<file path="src/rtl/dct_pkg.sv">
// Shared types and constants for the DCT row scheduler.
// Holds the FSM state type, drain margin and issue-order helper.
package dct_pkg;

    typedef enum logic [1:0] {
        IDLE  = 2'd0,
        SUM   = 2'd1,
        DIFF  = 2'd2,
        DRAIN = 2'd3
    } dct_sched_state_e;

    // Extra cycles allowed in DRAIN beyond one row of z beats
    localparam int DRAIN_MARGIN = 4;

    // Bank entry driven on pass cycle idx: pairs x[k] with x[n-1-k]
    function automatic int issue_pos(input int idx, input int n);
        return (idx % 2 == 0) ? idx / 2 : n - 1 - idx / 2;
    endfunction

endpackage

</file>
<file path="src/rtl/dct_row_pingpong.sv">
// Two-bank row buffer for the DCT row scheduler.
// Write side fills banks in turn; read side releases them in turn.
module dct_row_pingpong
    import dct_pkg::*;
#(
    parameter int DATA_WIDTH = 8,
    parameter int N          = 8,
    parameter int IDX_W      = 3
) (
    input  logic                  clk,
    input  logic                  rst,
    input  logic [DATA_WIDTH-1:0] in_data,
    input  logic                  in_valid,
    output logic                  in_ready,
    input  logic                  rd_release,
    input  logic [IDX_W-1:0]      rd_idx,
    output logic [DATA_WIDTH-1:0] rd_data,
    output logic                  rd_full,
    output logic                  nx_full,
    output logic                  any_full
);

    localparam logic [IDX_W-1:0] IDX_LAST = IDX_W'(N - 1);

    logic [DATA_WIDTH-1:0] mem [2][N];
    logic [IDX_W-1:0]      wr_ptr;
    logic                  wr_bank;
    logic                  rd_bank;
    logic [1:0]            full;
    logic [1:0]            full_nxt;
    logic                  wr_en;
    logic                  wr_last;

    assign in_ready = !full[wr_bank];
    assign wr_en    = in_valid && in_ready;
    assign wr_last  = wr_en && (wr_ptr == IDX_LAST);
    assign rd_data  = mem[rd_bank][rd_idx];
    assign rd_full  = full[rd_bank];
    assign nx_full  = full[~rd_bank];
    assign any_full = |full;

    // Fill of the write bank and release of the read bank are independent
    always_comb begin
        full_nxt = full;
        if (rd_release) full_nxt[rd_bank] = 1'b0;
        if (wr_last)    full_nxt[wr_bank] = 1'b1;
    end

    // Pointers and full flags
    always_ff @(posedge clk) begin
        if (rst) begin
            wr_ptr  <= '0;
            wr_bank <= 1'b0;
            rd_bank <= 1'b0;
            full    <= '0;
        end else begin
            full <= full_nxt;
            if (wr_en) wr_ptr <= wr_last ? '0 : wr_ptr + 1'b1;
            if (wr_last) wr_bank <= ~wr_bank;
            if (rd_release) rd_bank <= ~rd_bank;
        end
    end

    // Sample storage; contents are qualified by the full flags
    always_ff @(posedge clk) begin
        if (wr_en) mem[wr_bank][wr_ptr] <= in_data;
    end

endmodule

</file>
<file path="src/rtl/dct_row_sched.sv">
// DCT row scheduler: buffers pixel rows and issues sum/diff passes.
// Optional perf counters are built when DCT_ROW_SCHED_PERF_EN is defined.
module dct_row_sched
    import dct_pkg::*;
#(
    parameter int DATA_WIDTH = 8,
    parameter int N          = 8,
    parameter int ROWS       = 8,
    parameter int Z_LATENCY  = 10
) (
    input  logic                  clk,
    input  logic                  rst,
    input  logic [DATA_WIDTH-1:0] in_data,
    input  logic                  in_valid,
    output logic                  in_ready,
    output logic [DATA_WIDTH-1:0] arr_x,
    output logic                  arr_sum_diff_sel,
    output logic                  arr_load,
    input  logic                  z_valid,
    output logic                  dct_sel,
    output logic                  row_done,
    output logic                  block_done,
    output logic                  busy
`ifdef DCT_ROW_SCHED_PERF_EN
    ,
    output logic [31:0]           perf_stall_cycles,
    output logic [31:0]           perf_rows
`endif
);

    localparam int IDX_W   = (N > 1) ? $clog2(N) : 1;
    localparam int ROW_W   = $clog2(ROWS + 1);
    localparam int Z_W     = $clog2(2 * N);
    localparam int TOTAL_Z = ROWS * 2 * N;
    localparam int BLK_W   = $clog2(TOTAL_Z + 1);
    localparam int TMO     = Z_LATENCY + 2 * N + DRAIN_MARGIN;
    localparam int TMO_W   = $clog2(TMO + 1);

    localparam logic [IDX_W-1:0] IDX_LAST = IDX_W'(N - 1);
    localparam logic [ROW_W-1:0] ROW_LAST = ROW_W'(ROWS - 1);
    localparam logic [Z_W-1:0]   Z_LAST   = Z_W'(2 * N - 1);
    localparam logic [Z_W-1:0]   Z_HALF   = Z_W'(N);
    localparam logic [BLK_W-1:0] BLK_MAX  = BLK_W'(TOTAL_Z);
    localparam logic [TMO_W-1:0] TMO_LAST = TMO_W'(TMO - 1);

    dct_sched_state_e      state;
    dct_sched_state_e      state_nxt;
    logic [IDX_W-1:0]      idx;
    logic [IDX_W-1:0]      idx_nxt;
    logic [IDX_W-1:0]      rd_idx;
    logic [ROW_W-1:0]      row_cnt;
    logic [Z_W-1:0]        z_cnt;
    logic [Z_W-1:0]        z_cnt_nxt;
    logic [BLK_W-1:0]      blk_z;
    logic [TMO_W-1:0]      drain_tmr;
    logic [DATA_WIDTH-1:0] rd_data;
    logic [DATA_WIDTH-1:0] iss_x;
    logic                  iss_sel;
    logic                  iss_load;
    logic                  issuing;
    logic                  last_idx;
    logic                  end_diff;
    logic                  drain_exit;
    logic                  rd_full;
    logic                  nx_full;
    logic                  any_full;

    dct_row_pingpong #(
        .DATA_WIDTH (DATA_WIDTH),
        .N          (N),
        .IDX_W      (IDX_W)
    ) u_buf (
        .clk        (clk),
        .rst        (rst),
        .in_data    (in_data),
        .in_valid   (in_valid),
        .in_ready   (in_ready),
        .rd_release (end_diff),
        .rd_idx     (rd_idx),
        .rd_data    (rd_data),
        .rd_full    (rd_full),
        .nx_full    (nx_full),
        .any_full   (any_full)
    );

    assign issuing  = (state == SUM) || (state == DIFF);
    assign last_idx = (idx == IDX_LAST);
    assign end_diff = (state == DIFF) && last_idx;
    assign rd_idx   = IDX_W'(issue_pos(int'(idx), N));
    assign busy     = any_full || (state != IDLE);

    assign drain_exit = (state == DRAIN) &&
                        ((blk_z == BLK_MAX) ||
                         ((drain_tmr == TMO_LAST) && !z_valid));

    // State, pass index, row count and registered array outputs
    always_ff @(posedge clk) begin
        if (rst) begin
            state            <= IDLE;
            idx              <= '0;
            row_cnt          <= '0;
            arr_x            <= '0;
            arr_sum_diff_sel <= 1'b0;
            arr_load         <= 1'b0;
        end else begin
            state            <= state_nxt;
            idx              <= idx_nxt;
            arr_x            <= iss_x;
            arr_sum_diff_sel <= iss_sel;
            arr_load         <= iss_load;
            if (end_diff) begin
                row_cnt <= (row_cnt == ROW_LAST) ? '0 : row_cnt + 1'b1;
            end
        end
    end

    // Next state: whole rows only, back-to-back when the next bank is ready
    always_comb begin
        state_nxt = state;
        idx_nxt   = '0;
        unique case (state)
            IDLE: begin
                if (rd_full) state_nxt = SUM;
            end
            SUM: begin
                idx_nxt = last_idx ? '0 : idx + 1'b1;
                if (last_idx) state_nxt = DIFF;
            end
            DIFF: begin
                idx_nxt = last_idx ? '0 : idx + 1'b1;
                if (last_idx) begin
                    if (row_cnt == ROW_LAST) state_nxt = DRAIN;
                    else if (nx_full)        state_nxt = SUM;
                    else                     state_nxt = IDLE;
                end
            end
            DRAIN: begin
                if (drain_exit) state_nxt = IDLE;
            end
            default: state_nxt = IDLE;
        endcase
    end

    // Issue values presented to the output registers
    always_comb begin
        iss_x    = '0;
        iss_sel  = 1'b0;
        iss_load = 1'b0;
        if (issuing) begin
            iss_x    = rd_data;
            iss_sel  = (state == DIFF);
            iss_load = (idx == '0);
        end
    end

    assign z_cnt_nxt = !z_valid ? z_cnt :
                       (z_cnt == Z_LAST) ? '0 : z_cnt + 1'b1;

    // z beat position within a row drives the sum/diff stage select
    always_ff @(posedge clk) begin
        if (rst) begin
            z_cnt    <= '0;
            dct_sel  <= 1'b1;
            row_done <= 1'b0;
        end else begin
            z_cnt    <= z_cnt_nxt;
            dct_sel  <= (z_cnt_nxt < Z_HALF);
            row_done <= z_valid && (z_cnt == Z_LAST);
        end
    end

    // Block z accounting and drain watchdog
    always_ff @(posedge clk) begin
        if (rst) begin
            blk_z      <= '0;
            drain_tmr  <= '0;
            block_done <= 1'b0;
        end else begin
            block_done <= drain_exit;
            if (drain_exit) begin
                blk_z <= '0;
            end else if (z_valid && (blk_z != BLK_MAX)) begin
                blk_z <= blk_z + 1'b1;
            end
            if ((state != DRAIN) || z_valid) begin
                drain_tmr <= '0;
            end else if (drain_tmr != TMO_LAST) begin
                drain_tmr <= drain_tmr + 1'b1;
            end
        end
    end

`ifdef DCT_ROW_SCHED_PERF_EN
    // Saturating stall and completed-row counters
    always_ff @(posedge clk) begin
        if (rst) begin
            perf_stall_cycles <= '0;
            perf_rows         <= '0;
        end else begin
            if ((state == IDLE) && busy && (perf_stall_cycles != '1)) begin
                perf_stall_cycles <= perf_stall_cycles + 1'b1;
            end
            if (row_done && (perf_rows != '1)) begin
                perf_rows <= perf_rows + 1'b1;
            end
        end
    end
`endif

endmodule

</file>
<file path="config.mk">
export PLATFORM = sky130hd
export DESIGN_NAME = dct_row_sched
export DESIGN_NICKNAME = d
export VERILOG_FILES = /design/src/rtl/dct_pkg.sv /design/src/rtl/dct_row_pingpong.sv /design/src/rtl/dct_row_sched.sv
export SDC_FILE = /design/constraint.sdc
export NUM_CORES = 1
export LEC_CHECK = 0
export CAP_MARGIN = 20
export CORE_MARGIN = 5
export CORE_UTILIZATION = 35
export DETAILED_ROUTE_END_ITERATION = 6
export GPL_TIMING_DRIVEN = 0
export SETUP_SLACK_MARGIN = 0.1
export SLEW_MARGIN = 20
export SYNTH_ARGS = -nofsm -noshare
export SYNTH_HDL_FRONTEND = slang
export SYNTH_HIERARCHICAL = 1
export SYNTH_SLANG_ARGS = --single-unit
export TNS_END_PERCENT = 50
</file>
<file path="constraint.sdc">
create_clock -name clk -period 2.7 [get_ports clk]
set_input_delay 0.54 -clock clk [delete_from_list [all_inputs] [get_ports clk]]
set_output_delay 0.54 -clock clk [all_outputs]
set_load 0.02 [all_outputs]
</file>
==> flow_summary.yaml, run 1 <==
outcome:
  status: "finished clean"
critical_path:
  crit_fanout: 6
  max_stage_delay_ns: 0.61
  worstRegToRegCells: 4
  cp.depth: 4
  worstPathArrival_ns: 1.91
  cp_slowest_cell: "clkdlybuf4s50_1"
  rrSetupSlack_ns: 0.30
  crit_path_end_kind: "primary output"
  r2r_end: "u_buf/mem[1][14]$_DFFE_PP_"
  cp_top_family: "buffers and inverters"
  cp.required_ns: 2.16
  cp_num_buf_inv: 2
  worstReg2RegStart: "u_buf/wr_bank$_SDFFE_PP0P_"
  cp-start-kind: "flip-flop"
  path_cells: "inv_1 > ha_1 > nand2b_1 > clkdlybuf4s50_1"
  worstSetupPathType: "flip-flop to primary output"
detailed_routing:
  first_iter_violations: 207
  vias_per_cell: 5.03
  drc: 0
  num_vias: 3868
  wl_per_cell_um: 18.1
  firstDrtPassIters: 5
  routed_wl_mm: 13.9
  drtAntennaViolNets: 0
sta:
  fin_tns_setup_ns: 0
  fin_skew_ns: 0.00866
  worst_slack_ns: 0.253
  rsz0062_at_grt: "no"
  worst_hold_slack_ns: 0.376
  fin_crit_ns: 2.45
  finalSetupViolCount: 0
  final_max_slew_viol_count: 0
  hold_viol: 0
  timing.final.crit_share: 0.906
  fmax_mhz: 409
  relSlewSlack: 0.421
  worst_slew_pin_slew_ns: 0.866
min_path:
  hp-start: "rst"
  hp-class: "primary input to flip-flop"
  min_to: "dct_sel$_SDFF_PP1_"
  hold_depth: 2
floorplan:
  die_w_um: 152
  rows: 52
  start_util: 0.352
  die_height_um: 152
  dieArea_um2: 23100
  core_um2: 20000
  io_pins: 27
run:
  max-cap-violations: 0
synth:
  ys.flop_type: "edfxtp_1"
  synth_area_leader_cell: "edfxtp_1"
  syn_avg_cell_area_um2: 16.0
  yosys-top-cells-area: "edfxtp_1 (55%), dfxtp_1 (13%), mux4_2 (5.8%)"
  yosysSeqAreaShare: 0.679
  synth_edf_count: 128
  synth.net_count: 468
  synth_top_area_share: 0.545
  syn_area_um2: 7050
  syn_inst: 440
  ys_warn_count: 6
  ys_ff_latch: 175
  synth_cell_types: 47
  async_flop_share: 0
cells_and_area:
  final_cell_area_um2: 8220
  instances_no_fill: 769
  final_util: 0.410
  area_growth_pct: 16.7
  antenna_cells: 0
  drive_gt1_frac: 0.148
  final_nets: 515
placement:
  hpwl_mm: 9.42
  dp_cells: 738
  pre_cts_slack_ns: 0.301
  placed_cell_area_um2: 7680
  gp_routability_congestion: 0.859
  port_buffers: 24
power:
  vdd_drop_max_v: 0.000494
  powerDensity_nw_per_um2: 703
  power_mw: 5.78
  cellLeakagePower_nw: 2.73
global_routing:
  track_usage: 0.124
  grt_max_degree: 17
  antenna_found_initial: 0
  grt_pass1_wl_mm: 22.1
  grt_pass1_vias: 4024
  overflow: 0
clock_network:
  cts_hold_buffers: 0
  tritoncts: "done"
  postCtsSetupRepairBufs: 0
  cts_max_level: 4
  cts_resized: 1
  cts_buffers: 17
  cts_root_buf: "clkbuf_16"
  numClockSinks: 175
  clkTransAtPathRegs_ns: 0.06
  cts_buffer_depth: 2
  clk_latency_ns: 0.42
[area by class of cell]
cell class	instances	area, µm²
clock buffer	19	433
multi-input combinational	232	2100
clock inverter	12	114
timing repair buffer	28	264
inverter	17	63.8
sequential	175	4780
tap	270	338
fill	1873	11800
buffer	16	125
[synthesized netlist by cell type (8+ instances only)]
cell type / n
dfxtp_1: 47
mux4_1: 14
a21oi_1: 14
nand2_1: 21
and2_1: 10
inv_1: 16
ha_1: 16
nand4_1: 8
o21ai_0: 9
nor2_1: 35
edfxtp_1: 128
mux4_2: 18
a22oi_1: 16
[how the worst max path moves through the flow]
| stage | end | slack [ns] | from |
|---|---|---|---|
| after floorplan | u_buf/mem[0][24]$_DFFE_PP_ | 0.33 | u_buf/wr_bank$_SDFFE_PP0P_ |
| after global placement | u_buf/mem[1][24]$_DFFE_PP_ | -0.40 | u_buf/wr_bank$_SDFFE_PP0P_ |
| after detailed placement | u_buf/mem[0][57]$_DFFE_PP_ | 0.30 | u_buf/wr_bank$_SDFFE_PP0P_ |
| after CTS | busy | 0.24 | state[1]$_SDFFE_PP0P_ |
| after global routing | busy | 0.16 | state[1]$_SDFFE_PP0P_ |
| final | busy | 0.25 | state[1]$_SDFFE_PP0P_ |
[power by group]
part           leakage [nW]  switching (mW)  internal [mW]
clock network         0.264           0.990           1.27
registers              1.54          0.0300           2.93
logic                 0.927           0.320          0.234
[registers in the layout, summed over array words and instances (netlist names), named ones only]
signal,cells
z_cnt,4
drain_tmr,5
u_buf/rd_bank,1
state,2
u_buf/full,2
dct_sel,1
row_cnt,4
blk_z,8
block_done,1
u_buf/wr_ptr,3
row_done,1
arr_load,1
u_buf/mem,128
arr_x,8
idx,3
u_buf/wr_bank,1
arr_sum_diff_sel,1
[per-layer routing]
metal / vias to the layer above / global-route usage / wire (µm) / part of all wire
met4: 0 / 0.0360 / 160 / 0.012
met3: 12 / 0.0375 / 732 / 0.053
met5: - / 0 / 0 / 0
met1: 1971 / 0.157 / 6060 / 0.44
met2: 80 / 0.207 / 6950 / 0.50
li1: 1805 / - / - / -
[cell usage in the layout, fill, tap and decap left out, drive strengths merged, types with 3 or more instances in the layout]
cell type	n
clkbuf	21
a21oi	14
buf	15
xor2	7
mux2	4
nor3	4
o21ai	9
ha	16
and2	10
inv	18
a31oi	3
nand4	8
mux4	32
nand3	5
nand2	21
nor4	4
or4	4
xnor2	6
nand2b	4
or3	3
clkdlybuf4s50	23
clkdlybuf4s25	3
nor3b	5
clkinv	9
edfxtp	128
dfxtp	47
a22oi	16
nor2	35
[cells by family (layout without fill, tap and decap cells)]
logic type               count (synthesis)  in the layout  synth area share
flip-flops                             175            175             0.679
AND/OR/NAND/NOR                        113            113            0.0838
AO/OA/AOI/OAI                           52             52            0.0470
multiplexers                            38             38             0.119
buffers and inverters                   33             92            0.0268
adder cells (fa/ha/maj)                 16             16            0.0284
XOR/XNOR                                13             13            0.0162
No activity file was read; power rests on OpenSTA's default activity.
==> inputs of run 2 (changes only) <==
Settings changed: CAP_MARGIN 20 to default.
==> results of run 2 <==
Final layout, timing and power as in run 1 (identical DEF).
